`config.mk`:
```
export PLATFORM = sky130hd
export DESIGN_NAME = cmem_arbiter
export DESIGN_NICKNAME = d
export VERILOG_FILES = /design/src/rtl/cmem_arbiter.sv
export SDC_FILE = /design/constraint.sdc
export NUM_CORES = 1
export LEC_CHECK = 0
export CAP_MARGIN = 5
export CORE_MARGIN = 5
export CORE_UTILIZATION = 41
export CTS_CLUSTER_DIAMETER = 200
export DETAILED_ROUTE_END_ITERATION = 6
export GPL_TIMING_DRIVEN = 0
export PLACE_DENSITY = 0.79
export SLEW_MARGIN = 0
export SYNTH_ARGS = -nofsm -noshare
export SYNTH_HDL_FRONTEND = slang
export SYNTH_SLANG_ARGS = --single-unit
```
`constraint.sdc`:
```
create_clock -name clk -period 2.2 [get_ports clk]
set_clock_uncertainty 0.2 [all_clocks]
set_input_delay 0.44 -clock clk [delete_from_list [all_inputs] [get_ports clk]]
set_output_delay 0.44 -clock clk [all_outputs]
set_load 0.01 [all_outputs]
```
`src/rtl/cmem_arbiter.sv`:
```
// cmem_arbiter: two-requester arbiter/sequencer for the shared layer-memory port.
//   Requester 0 = convolution engine, requester 1 = max-pool engine.
//   Grants one beat per cycle with round-robin fairness, supports locked bursts
//   bounded by MAX_HOLD, registers every memory command and returns read data
//   one cycle after the read strobe, tagged to the issuing requester.
// Build option: define CMEM_ARB_FIXED_PRIO_EN for fixed priority (R0 first,
//   R1 lock still bounded by MAX_HOLD, R0 lock unbounded).
// Ports:
//   clk, reset (async, active-low)
//   rN_req/lock/we/sel/addr/wdata : requester N command (N = 0,1)
//   rN_gnt    : requester N owns the port; beat accepted on rN_req & rN_gnt
//   rN_rvalid : one-cycle pulse, rdata belongs to requester N
//   rdata     : registered read data
//   cwr/crd/csel/caddr_wr/caddr_rd/cdata_wr : registered memory command
//   cdata_rd  : memory read data, sampled on the edge ending the crd cycle
module cmem_arbiter #(
  parameter int unsigned AW       = 12,
  parameter int unsigned DW       = 20,
  parameter int unsigned MAX_HOLD = 8
) (
  input  logic          clk,
  input  logic          reset,
  input  logic          r0_req,
  input  logic          r0_lock,
  input  logic          r0_we,
  input  logic [2:0]    r0_sel,
  input  logic [AW-1:0] r0_addr,
  input  logic [DW-1:0] r0_wdata,
  input  logic          r1_req,
  input  logic          r1_lock,
  input  logic          r1_we,
  input  logic [2:0]    r1_sel,
  input  logic [AW-1:0] r1_addr,
  input  logic [DW-1:0] r1_wdata,
  output logic          r0_gnt,
  output logic          r1_gnt,
  output logic          r0_rvalid,
  output logic          r1_rvalid,
  output logic [DW-1:0] rdata,
  output logic          cwr,
  output logic          crd,
  output logic [2:0]    csel,
  output logic [AW-1:0] caddr_wr,
  output logic [AW-1:0] caddr_rd,
  output logic [DW-1:0] cdata_wr,
  input  logic [DW-1:0] cdata_rd
);

  localparam int unsigned HW = (MAX_HOLD > 1) ? $clog2(MAX_HOLD) : 1;
  localparam logic [HW-1:0] HOLD_LAST = HW'(MAX_HOLD - 1);

  typedef enum logic [1:0] {
    IDLE = 2'd0,
    OWN0 = 2'd1,
    OWN1 = 2'd2
  } state_t;

  state_t        state;
  state_t        state_nxt;
  logic [HW-1:0] hold_cnt;
  logic [HW-1:0] hold_cnt_nxt;
  logic          hold_at_limit;
  logic          acc0;
  logic          acc1;
  logic          acc;
  logic          owner_lock;
  logic          rd_tag;

  logic          beat_we;
  logic [2:0]    beat_sel;
  logic [AW-1:0] beat_addr;
  logic [DW-1:0] beat_wdata;

  // A beat is accepted when the current owner presents a request
  assign acc0          = (state == OWN0) & r0_req;
  assign acc1          = (state == OWN1) & r1_req;
  assign acc           = acc0 | acc1;
  assign hold_at_limit = (hold_cnt == HOLD_LAST);
  assign owner_lock    = (state == OWN1) ? r1_lock : r0_lock;

  // Command payload of the accepted beat
  assign beat_we    = acc1 ? r1_we    : r0_we;
  assign beat_sel   = acc1 ? r1_sel   : r0_sel;
  assign beat_addr  = acc1 ? r1_addr  : r0_addr;
  assign beat_wdata = acc1 ? r1_wdata : r0_wdata;

`ifdef CMEM_ARB_FIXED_PRIO_EN

  // Next-state: R0 wins every arbitration point; only an R1 lock defers it
  always_comb begin
    state_nxt = state;
    unique case (state)
      IDLE: begin
        if (r0_req)      state_nxt = OWN0;
        else if (r1_req) state_nxt = OWN1;
        else             state_nxt = IDLE;
      end
      OWN0: begin
        if (!r0_req) state_nxt = r1_req ? OWN1 : IDLE;
        else         state_nxt = OWN0;
      end
      OWN1: begin
        if (!r1_req)       state_nxt = r0_req ? OWN0 : IDLE;
        else if (!r1_lock) state_nxt = r0_req ? OWN0 : OWN1;
        else               state_nxt = (r0_req && hold_at_limit) ? OWN0 : OWN1;
      end
      default: state_nxt = IDLE;
    endcase
  end

`else

  logic last_owner;

  // Next-state: round-robin on contention, lock bounded by the hold counter
  always_comb begin
    state_nxt = state;
    unique case (state)
      IDLE: begin
        if (r0_req && r1_req) state_nxt = last_owner ? OWN0 : OWN1;
        else if (r0_req)      state_nxt = OWN0;
        else if (r1_req)      state_nxt = OWN1;
        else                  state_nxt = IDLE;
      end
      OWN0: begin
        if (!r0_req)       state_nxt = r1_req ? OWN1 : IDLE;
        else if (!r0_lock) state_nxt = r1_req ? OWN1 : OWN0;
        else               state_nxt = (r1_req && hold_at_limit) ? OWN1 : OWN0;
      end
      OWN1: begin
        if (!r1_req)       state_nxt = r0_req ? OWN0 : IDLE;
        else if (!r1_lock) state_nxt = r0_req ? OWN0 : OWN1;
        else               state_nxt = (r0_req && hold_at_limit) ? OWN0 : OWN1;
      end
      default: state_nxt = IDLE;
    endcase
  end

  // Remember who was served last; updated whenever an owner leaves the port
  always_ff @(posedge clk or negedge reset) begin
    if (!reset) begin
      last_owner <= 1'b1;
    end else if ((state != IDLE) && (state_nxt != state)) begin
      last_owner <= (state == OWN1);
    end
  end

`endif

  // Hold counter: counts locked beats of the current owner, saturating
  always_comb begin
    hold_cnt_nxt = hold_cnt;
    if (state_nxt != state) begin
      hold_cnt_nxt = '0;
    end else if (acc) begin
      if (!owner_lock)        hold_cnt_nxt = '0;
      else if (!hold_at_limit) hold_cnt_nxt = hold_cnt + HW'(1);
    end
  end

  // State register with grants registered from the next state
  always_ff @(posedge clk or negedge reset) begin
    if (!reset) begin
      state    <= IDLE;
      hold_cnt <= '0;
      r0_gnt   <= 1'b0;
      r1_gnt   <= 1'b0;
    end else begin
      state    <= state_nxt;
      hold_cnt <= hold_cnt_nxt;
      r0_gnt   <= (state_nxt == OWN0);
      r1_gnt   <= (state_nxt == OWN1);
    end
  end

  // Memory command register; address/data/select hold when no beat issues
  always_ff @(posedge clk or negedge reset) begin
    if (!reset) begin
      cwr      <= 1'b0;
      crd      <= 1'b0;
      csel     <= '0;
      caddr_wr <= '0;
      caddr_rd <= '0;
      cdata_wr <= '0;
      rd_tag   <= 1'b0;
    end else begin
      cwr <= acc & beat_we;
      crd <= acc & ~beat_we;
      if (acc) begin
        csel <= beat_sel;
        if (beat_we) begin
          caddr_wr <= beat_addr;
          cdata_wr <= beat_wdata;
        end else begin
          caddr_rd <= beat_addr;
          rd_tag   <= acc1;
        end
      end
    end
  end

  // Read return: capture memory data one edge after crd and route the pulse
  always_ff @(posedge clk or negedge reset) begin
    if (!reset) begin
      rdata     <= '0;
      r0_rvalid <= 1'b0;
      r1_rvalid <= 1'b0;
    end else begin
      r0_rvalid <= crd & ~rd_tag;
      r1_rvalid <= crd & rd_tag;
      if (crd) rdata <= cdata_rd;
    end
  end

endmodule

```
; ---- Word level (Yosys, flattened, before mapping)
; Index checks and enable logic that the tools add are counted.
[op_classes]
n_mux = 23
n_reduce_logical = 10
add_sub_neg = 1
n_bitwise = 9
n_eq_ne = 7
[op_table]
columns = op, count
row1 = two-way mux 2 bit, 12
row2 = two-way mux 20 bit, 1
row3 = two-way mux 3 bit, 5
row4 = two-way mux 12 bit, 1
row5 = bitwise AND 1 bit, 6
row6 = one-hot mux 2 bit (3 select lines), 1
row7 = AND reduction 2 bit, 3
row8 = == test 2 x 1 -> 1 bit (second input constant), 2
row9 = == test 2 bit (second input constant), 2
row10 = logical AND 1 bit, 4
row11 = nonzero test 2 bit, 2
row12 = adder 3 x 1 -> 3 bit (second input constant), 1
row13 = == test 3 bit (second input constant), 1
row14 = two-way mux 1 bit, 3
row15 = != test 3 x 2 -> 1 bit (second input constant), 1
row16 = logical NOT 2 bit, 1
row17 = != test 2 bit, 1
row18 = inverter 1 bit, 2
row19 = OR 1 bit, 1
[totals]
reg_bits = 80
output_inout_bits = 73
elab_cells = 65

; ---- Logic depth before layout (Yosys ltp)
; Gate-level depths: netlist (run 1).
[logic_depth]
word_depth = 9
mapped_depth = 7

; ---- Worst setup path before layout (run 1)
; No wires, ideal clock.
[synth_timing]
path_kind = in2reg
startpoint = in r1_req
endpoint = reg caddr_wr[0]
slack_ns = 0.089
required_ns = 1.875
arrival_time_ns = 1.786
stages = 7
setup_ns = 0.125
path_cell_list = buf_4 and3b_1 buf_6 mux2i_4 a21oi_4 buf_6 mux2_2
[synth_between]
elab_chain_cells = 3
elab_cells_between_ends = 5
classes_between = mux: 2 / bitwise: 2 / reduce/logical: 1
[synth_lines]
columns = element, line_no
row1 = "start, declared", 29  ; input logic r1_req,
row2 = bitwise AND 1 bit (*), 76  ; assign acc1 = (state == OWN1) & r1_req;
row3 = OR 1 bit or two-way mux 1 bit (tied branches), "77, 82"
row4 = AND reduction 2 bit (no source line), -
row5 = "end signal, assigned", 192  ; caddr_wr <= beat_addr;
row6 = "end, declared", 43  ; output logic [AW-1:0] caddr_wr,
; Mark *: on every way between the ends. The rest lies on a longest branch, timed or not.
; A chain may end at the register's enable or synchronous reset.

; ---- Worst setup path after layout (run 1)
[layout_timing]
startpoint = reg state[0]
endpoint = reg caddr_wr[4]
[layout_between]
elab_chain_cells = 4
elab_cells_between_ends = 8
classes_between = eq/ne: 2 / mux: 2 / bitwise: 3 / reduce/logical: 1
[layout_lines]
columns = element, line_no
row1 = "start, declared", 58  ; state_t state;
row2 = "start signal, assigned", 169  ; state <= state_nxt;
row3 = == test 2 x 1 -> 1 bit or == test 2 bit (tied branches), "75, 76"
row4 = bitwise AND 1 bit (on tied branches), "75, 76"
row5 = OR 1 bit or two-way mux 1 bit (tied branches), "77, 82"
row6 = AND reduction 2 bit (no source line), -
; Several ways; a longest one is shown, not always the timed one.

==> results of run 1 <==
placed cells by master (no fill, tap or decap), drive strengths merged, types with 3 or more instances in the layout:
cell type and count:
nand2b 4, clkdlybuf4s50 167, dfrtp 79, and2 3
nand3b 4, nor2 7, clkbuf 11, mux2i 6
nand2 5, buf 14, mux2 96, a21oi 10
inv 10, nor2b 3
per-layer routing:
layer  global-route usage [%]  share of wire, %
met5                        0                 0
met4                    4.625              0.88
met3                    6.456               7.7
met2                    32.58                54
met1                    19.63                38
cell type report:
type                    instances  area share [%]
well taps                     108           2.368
clock buffers                   9           2.171
plain buffers                  14           1.732
multi-input cells             157           26.73
inverters                       5          0.3289
flip-flops and latches         80           35.11
repair buffers                170           30.09
clock inverters                 7           1.469
logic make-up after synthesis:
logic type / after synthesis / synth area share, %
muxes: 102 / 31.66
DFF: 80 / 54.98
and+or+nand+nor: 32 / 5.357
AOI/OAI and AO/OA: 21 / 4.086
buffers and inverters: 19 / 3.228
adders and majority gates: 2 / 0.6867
flip-flops by register name (all words and copies together) (netlist names), 2 cells and up:
register,count
caddr_rd,12
rdata,20
caddr_wr,12
state,2
cdata_wr,20
hold_cnt,3
csel,3
worst max-delay path, cell delays in order, from the launching register on:
cell and delay [ps]:
dfrtp_1 400, and3b_1 200, buf_6 150, mux2i_4 200, a21oi_4 280, buf_6 210
mux2_2 340
what timing repair did:
item	4_1_cts	5_1_grt
hold buffers	1	0
endpoints found under the hold margin	18	0
endpoints found under the setup margin	0	1
gates resized for setup	0	1
power by group through the flow:
stage | Sequential, mW | Clock (mW) | Combinational, mW
6_report | 2.49 | 1.15 | 3.16
5_1_grt | 2.59 | 1.24 | 3.36
4_1_cts | 2.51 | 1.19 | 3.21
3_5_place_dp | 2.54 | 0 | 3.19
3_3_place_gp | 2.49 | 0 | 3.12
2_1_floorplan | 2.82 | 0 | 1.06
metrics by stage:
step           power (mW)  hold WS, ps  area, µm²  setup TNS [ps]
2_1_floorplan       3.874       -55.59       3643               0
3_3_place_gp        5.616        269.5       5460         -188910
3_5_place_dp        5.727        143.3       5485           -3226
4_1_cts             6.899        189.0       5703               0
5_1_grt             7.193        215.9       5705               0
6_report            6.798        218.0       5705               0
final timing paths:
kind | cells after the start | end | start | slack (ps)
worst max-delay path | 6 | caddr_wr[4] | state[0] | 90
worst min-delay path | 3 | r1_gnt | r1_req | 220
worst max register to register | 6 | caddr_wr[4] | state[0] | 90
worst min register to register | 1 | r0_rvalid | rd_tag | 280
max in group asynchronous | 3 | last_owner | reset | 860
min in group asynchronous | 2 | rdata[13] | reset | 310
==> results.yml, run 1 <==
sta:
  timing.final.ws_setup_ps: 90.70
  period_share_pct: 95.88
  period_minus_slack_ps: 2109
  rsz0062_at_grt: "no"
  maxSlewViolCount: 0
  slew_headroom_pct: 63.47
  finalHoldViolations: 0
  timing.fmax_mhz: 474.1
  setup_violations: 0
  worst_pin_slew_ps: 547.9
power:
  ir_drop_mv: 0.6882
  seqPwrFrac_pct: 36.7
  switching_share_pct: 31.37
  comb_power_share_pct: 46.4
  clkPwrFrac_pct: 16.9
  switchingPower_mw: 2.132
  p_int_mw: 4.666
  p_leak_nw: 2.358
  power_density_nw_per_um2: 1191
clock_tree:
  cts_buffers: 9
  cts_sinks: 80
  clk_latency_ps: 350
  post_cts_buffers: 0
  clkTransAtPathRegs_ps: 90
  cts_tree: "done"
  htree_levels: 3
  cts_root_buffer: "clkbuf_8"
  clk_path_buf_depth: 2
worst_setup_path:
  required_ps: 2230
  worstPathMaxFanout: 10
  worstPathArrival_ps: 2140
  critPathLaunchType: "register"
  critPathCaptureType: "register"
  crit_type: "register to register"
die:
  die_x_um: 104.3
  io_pins: 171
  die-area_um2: 10870
  row_count: 34
  die_h_um: 104.3
  core_area_um2: 8678
  initial_core_util_pct: 41.98
placement:
  numPortBuffers: 168
  gp_congestion: 0.7429
  dp_hpwl_um: 7533
  dp_slack_ps: -125.2
  dpl.cell_count: 533
logic_synthesis:
  synth_top_area_share_pct: 54.26
  async_reset_ff_share_pct: 100.0
  synth_edf_count: 0
  yosysMostFrequentCell: "mux2_2"
  synth_area_leader_cell: "dfrtp_1"
  synth_area_leaders: "dfrtp_1 (54%), mux2_2 (27%), mux2_1 (2.5%), buf_6 (1.5%), mux2i_1 (1.4%)"
  ys_seq_area_share_pct: 54.98
  yosys_warnings: 0
  syn_inst: 256
  synthFlopType: "dfrtp_1"
  synth_area_um2: 3643
  synthDistinctLibCells: 34
  syn_area_per_cell_um2: 14.23
  ys_ff_latch: 80
  synth_common_cells: "mux2_2 (88), dfrtp_1 (79), a21oi_1 (9)"
  syn_nets: 356
final_layout:
  nets: 537
  regArea_um2: 2003
  n_antenna_cell: 0
  area_delta_synth_final_pct: 56.59
  multiInputGateArea_um2: 1525
  fillCellCount: 664
  final_core_util_pct: 65.74
  layout-drive-gt1-share_pct: 27.38
  instances_no_fill: 550
routing:
  final_antenna_net_count: 0
  drc: 0
  first_pass_iters: 4
  vias: 2795
  routedWlPerCell_um: 17.65
  drt_iter0_markers: 86
  drt-vias-per-instance: 5.082
  drt_wl_total_um: 9705
hold_path:
  hold_class: "input port to register"
grt:
  antenna_found_initial: 0
  grt_pass1_wl_um: 15630
  grt_usage_pct: 17.93
  grt_pass1_vias: 2961
  gr-total-overflow: 0
  grt_max_degree: 63
run:
  maxCapViolCount: 0
status:
  status: "complete, no violations"
(Power assumes the default switching activity.)
==> run 2, diff against run 1 <==
--- a/config.mk
+++ b/config.mk
@@ -11,7 +11,7 @@
 export CTS_CLUSTER_DIAMETER = 200
 export DETAILED_ROUTE_END_ITERATION = 6
 export GPL_TIMING_DRIVEN = 0
-export PLACE_DENSITY = 0.79
+export PLACE_DENSITY = 0.8
 export SLEW_MARGIN = 0
 export SYNTH_ARGS = -nofsm -noshare
 export SYNTH_HDL_FRONTEND = slang
==> results.yml, run 2 (same netlist as run 1, synthesis figures left out) <==
routing:
  drc: 0
  final_antenna_net_count: 0
  drt-vias-per-instance: 5.020
  routedWlPerCell_um: 17.48
  vias: 2756
  first_pass_iters: 4
  drt_iter0_markers: 48
  drt_wl_total_um: 9597
run:
  maxCapViolCount: 0
die:
  die_x_um: 104.3
  io_pins: 171
  die-area_um2: 10870
  row_count: 34
  initial_core_util_pct: 41.98
  die_h_um: 104.3
  core_area_um2: 8678
final_layout:
  regArea_um2: 2003
  layout-drive-gt1-share_pct: 27.21
  reg.largest.list: "cdata_wr x20, rdata x20"
  nets: 537
  fillCellCount: 652
  area_delta_synth_final_pct: 56.87
  fin_area_um2: 5715
  final_common_cell: "clkdlybuf4s50_1"
  final_cell_mix: "clkdlybuf4s50_1 (167), mux2_2 (88), dfrtp_1 (79)"
  n_antenna_cell: 0
  multiInputGateArea_um2: 1525
  final_core_util_pct: 65.86
clock_tree:
  clk_latency_ps: 340
  clk_path_buf_depth: 2
  cts_sinks: 80
  clkTransAtPathRegs_ps: 80
  post_cts_buffers: 0
  cts_root_buffer: "clkbuf_8"
  cts_tree: "done"
  cts_buffers: 9
  htree_levels: 3
placement:
  gp_congestion: 0.7333
  place_area_um2: 5485
  numPortBuffers: 168
  dp_hpwl_um: 7536
worst_setup_path:
  crit_chain: "and3b_1 > buf_6 > mux2i_4 > a21oi_4 > buf_6 > mux2_2"
  cp_slowest_stage_delay_ps: 400
  slowest_stage: "dfrtp_1"
  critPathLaunchType: "register"
  path_common_cell: "buf_6"
  worstPathArrival_ps: 2130
  worstPathMaxFanout: 10
  crit_type: "register to register"
  required_ps: 2230
  critPathCaptureType: "register"
grt:
  antenna_found_initial: 0
  gr-max-usage-layer: "met2"
  grt.met3_usage_pct: 6.331
  use_met1_pct: 20.21
  gr-total-overflow: 0
  grt_usage_pct: 17.62
  grt_pass1_wl_um: 15530
  grt.met2_usage_pct: 30.36
  grt_pass1_vias: 2954
  grt_max_degree: 47
sta:
  rsz0062_at_grt: "no"
  maxSlewViolCount: 0
  period_minus_slack_ps: 2103
  slew_headroom_pct: 64.21
  timing.fmax_mhz: 475.6
  period_share_pct: 95.58
  setup_violations: 0
  worst_pin_slew_ps: 536.9
  finalHoldViolations: 0
power:
  power_density_nw_per_um2: 1196
  p_leak_nw: 2.361
  ir_drop_mv: 0.6567
hold_path:
  hold_class: "input port to register"
status:
  status: "complete, no violations"
run 2: layer usage:
metal  share of wire, %  wire (µm)
met2                 52       4943
met4                1.4        139
met3                8.1        775
met1                 39       3739
met5                  0          0
run 2: path summary, 6_finish.rpt:
path                            slack, ps  cells past startpoint          end  startpoint
min in group asynchronous             410                      2    rdata[19]       reset
worst max register to register        100                      6  caddr_wr[7]    state[0]
worst max-delay path                  100                      6  caddr_wr[7]    state[0]
worst min-delay path                  230                      3     state[1]      r1_req
max in group asynchronous             790                      3  caddr_rd[0]       reset
worst min register to register        280                      1    r0_rvalid      rd_tag
run 2: timing repair:
| item | 4_1_cts | 5_1_grt |
|---|---|---|
| resized for setup | 0 | 1 |
| hold buffers | 1 | 0 |
| setup endpoints to repair | 0 | 2 |
| endpoints found under the hold margin | 33 | 0 |
run 2: through the flow:
stage               TNS (ps)  hold WS, ps  worst slack, ps  std cells  power [mW]
floorplan                  0       -55.59            89.44        256       3.874
CTS                        0        203.7            71.95        549       6.924
global route               0        218.2            6.243        549       7.235
global placement     -184930        268.7            -2296        532       5.610
finish                     0        231.9            97.34        549       6.836
detailed placement     -3148        230.0           -117.8        533       5.719
run 2: layout make-up:
| cell class | instances | area share, % |
|---|---|---|
| repair buffers | 170 | 30.04 |
| well taps | 108 | 2.364 |
| plain buffers | 14 | 1.729 |
| clock buffers | 9 | 2.167 |
| inverters | 5 | 0.3284 |
| multi-input cells | 157 | 26.69 |
| flip-flops and latches | 80 | 35.05 |
| clock inverters | 6 | 1.642 |
run 2: power by group:
group | switching, mW | internal [mW]
clock | 0.552 | 0.641
sequential | 0.342 | 2.16
combinational | 1.18 | 1.96
run 2: critical path: cells and delay by family, from the launching register on:
kind	cells	cell delay, ps
compound gates	1	270
simple gates	1	200
flops	1	400
buf+inv	2	360
mux	2	550
==> run 3, diff against run 2 <==
--- a/config.mk
+++ b/config.mk
@@ -6,13 +6,17 @@
 export NUM_CORES = 1
 export LEC_CHECK = 0
 export CAP_MARGIN = 5
+export CELL_PAD_IN_SITES_DETAIL_PLACEMENT = 1
+export CELL_PAD_IN_SITES_GLOBAL_PLACEMENT = 1
 export CORE_MARGIN = 5
-export CORE_UTILIZATION = 41
+export CORE_UTILIZATION = 32
 export CTS_CLUSTER_DIAMETER = 200
 export DETAILED_ROUTE_END_ITERATION = 6
 export GPL_TIMING_DRIVEN = 0
-export PLACE_DENSITY = 0.8
+export HOLD_SLACK_MARGIN = 0.1
+export PLACE_DENSITY_LB_ADDON = 0.1
 export SLEW_MARGIN = 0
 export SYNTH_ARGS = -nofsm -noshare
 export SYNTH_HDL_FRONTEND = slang
 export SYNTH_SLANG_ARGS = --single-unit
+export TNS_END_PERCENT = 100
==> results.yml, run 3 (same netlist as run 1, synthesis figures left out) <==
status:
  status: "complete, no violations"
routing:
  first_pass_iters: 4
  drt_wl_total_um: 10450
  drt-vias-per-instance: 4.730
  drt_iter0_markers: 72
  routedWlPerCell_um: 17.87
  drc: 0
  vias: 2767
  final_antenna_net_count: 0
clock_tree:
  clk_latency_ps: 330
  cts_buffers: 9
  cts_sinks: 80
  cts_tree: "done"
  htree_levels: 3
  cts_root_buffer: "clkbuf_16"
  clk_path_buf_depth: 2
  clkTransAtPathRegs_ps: 60
hold_path:
  hold_class: "input port to register"
sta:
  timing.final.ws_setup_ps: 114.5
  timing.fmax_mhz: 479.5
  maxSlewViolCount: 0
  slew_headroom_pct: 64.79
  rsz0062_at_grt: "no"
  period_share_pct: 94.80
  worst_pin_slew_ps: 528.2
  period_minus_slack_ps: 2085
  finalHoldViolations: 0
  fin_setup_tns_ps: 0
  setup_violations: 0
worst_setup_path:
  critPathCaptureType: "register"
  cp_slowest_stage_delay_ps: 410
  worstPathMaxFanout: 10
  worstPathArrival_ps: 2100
  crit_buf_inv: 2
  crit_chain: "and3b_1 > buf_6 > buf_2 > mux2_2 > mux2_1"
  slowest_stage: "dfrtp_1"
  critPathLaunchType: "register"
  crit_type: "register to register"
  required_ps: 2210
  cpLargestDelayFamily: "multiplexers"
final_layout:
  nets: 537
  area_delta_synth_final_pct: 59.58
  multiInputGateArea_um2: 1525
  fin_area_um2: 5814
  regArea_um2: 2003
  layout-drive-gt1-share_pct: 27.38
  final_cell_mix: "clkdlybuf4s50_1 (167), mux2_2 (88), dfrtp_1 (79)"
  final_common_cell: "clkdlybuf4s50_1"
  n_antenna_cell: 0
  reg.largest.list: "cdata_wr x20, rdata x20"
  fillCellCount: 1200
grt:
  grt_max_degree: 67
  gr-total-overflow: 0
  grt_usage_pct: 15.50
  grt_pass1_vias: 3065
  antenna_found_initial: 0
  grt_pass1_wl_um: 16190
placement:
  dp_slack_ps: -113.6
  dp_hpwl_um: 8023
  numPortBuffers: 168
  place_area_um2: 5529
  gp_congestion: 0.7362
die:
  initial_core_util_pct: 32.32
  io_pins: 171
  core_area_um2: 11270
  die-area_um2: 13620
  die_h_um: 116.7
  die_x_um: 116.7
  row_count: 39
power:
  ir_drop_mv: 0.5217
  power_density_nw_per_um2: 1209
  total_power_mw: 7.027
  p_leak_nw: 2.386
run:
  maxCapViolCount: 0
-- run 3: cell types whose count changed in the layout (fill, tap and decap cells not counted) --
| cell | change |
|---|---|
| clkbuf_8 | -9 |
| bufinv_16 | -2 |
| clkinv_4 | -1 |
| clkbuf_16 | +9 |
| clkinvlp_4 | +1 |
| clkinv_2 | +3 |
-- run 3: path summary, 6_finish.rpt --
path	startpoint	depth (start not counted)	to	slack, ps
worst max-delay path	state[0]	5	caddr_rd[10]	110
worst min-delay path	r1_req	3	state[1]	240
worst max register to register	state[0]	5	caddr_rd[10]	110
worst min register to register	rd_tag	1	r0_rvalid	270
max in group asynchronous	reset	3	last_owner	840
min in group asynchronous	reset	2	rdata[15]	320
-- run 3: metrics by stage --
step | cells | hold WS, ps | utilization [%]
global route | 585 | 247.9 | 51.58
CTS | 585 | 230.4 | 51.56
finish | 585 | 236.8 | 51.58
floorplan | 256 | -55.59 | -
global placement | 567 | 256.2 | 48.83
detailed placement | 568 | 122.1 | 49.05
-- run 3: final cells by class --
cell class              count  area share, %
well taps                 143          3.077
multi-input cells         157          26.23
clock inverters             7         0.8177
inverters                   5         0.3228
flip-flops and latches     80          34.45
clock buffers               9          3.873
plain buffers              14          1.700
repair buffers            170          29.52
-- run 3: where the power goes --
part / internal [mW] / switching (mW) / total (mW)
Clock: 0.763 / 0.606 / 1.37
Sequential: 2.16 / 0.340 / 2.50
Combinational: 1.96 / 1.20 / 3.16
Total: 4.89 / 2.14 / 7.03
-- run 3: tightest hold or removal path, cell delays in order --
cell	delay, ps
buf_4	150
inv_1	90
a211oi_1	50
-- run 3: repair_timing --
item                                   4_1_cts  5_1_grt
resized for setup                            0        1
hold buffers                                 1        0
buffers inserted                             0        0
setup endpoints to repair                    0        8
endpoints found under the hold margin       14        0
-- run 3: routing by layer --
layer | up-vias | routed length, µm | track usage, %
met5 | - | 0 | 0
met4 | 0 | 149 | 6.575
met3 | 10 | 1223 | 6.269
met2 | 121 | 4687 | 23.66
met1 | 1354 | 4391 | 19.45
li1 | 1282 | - | -
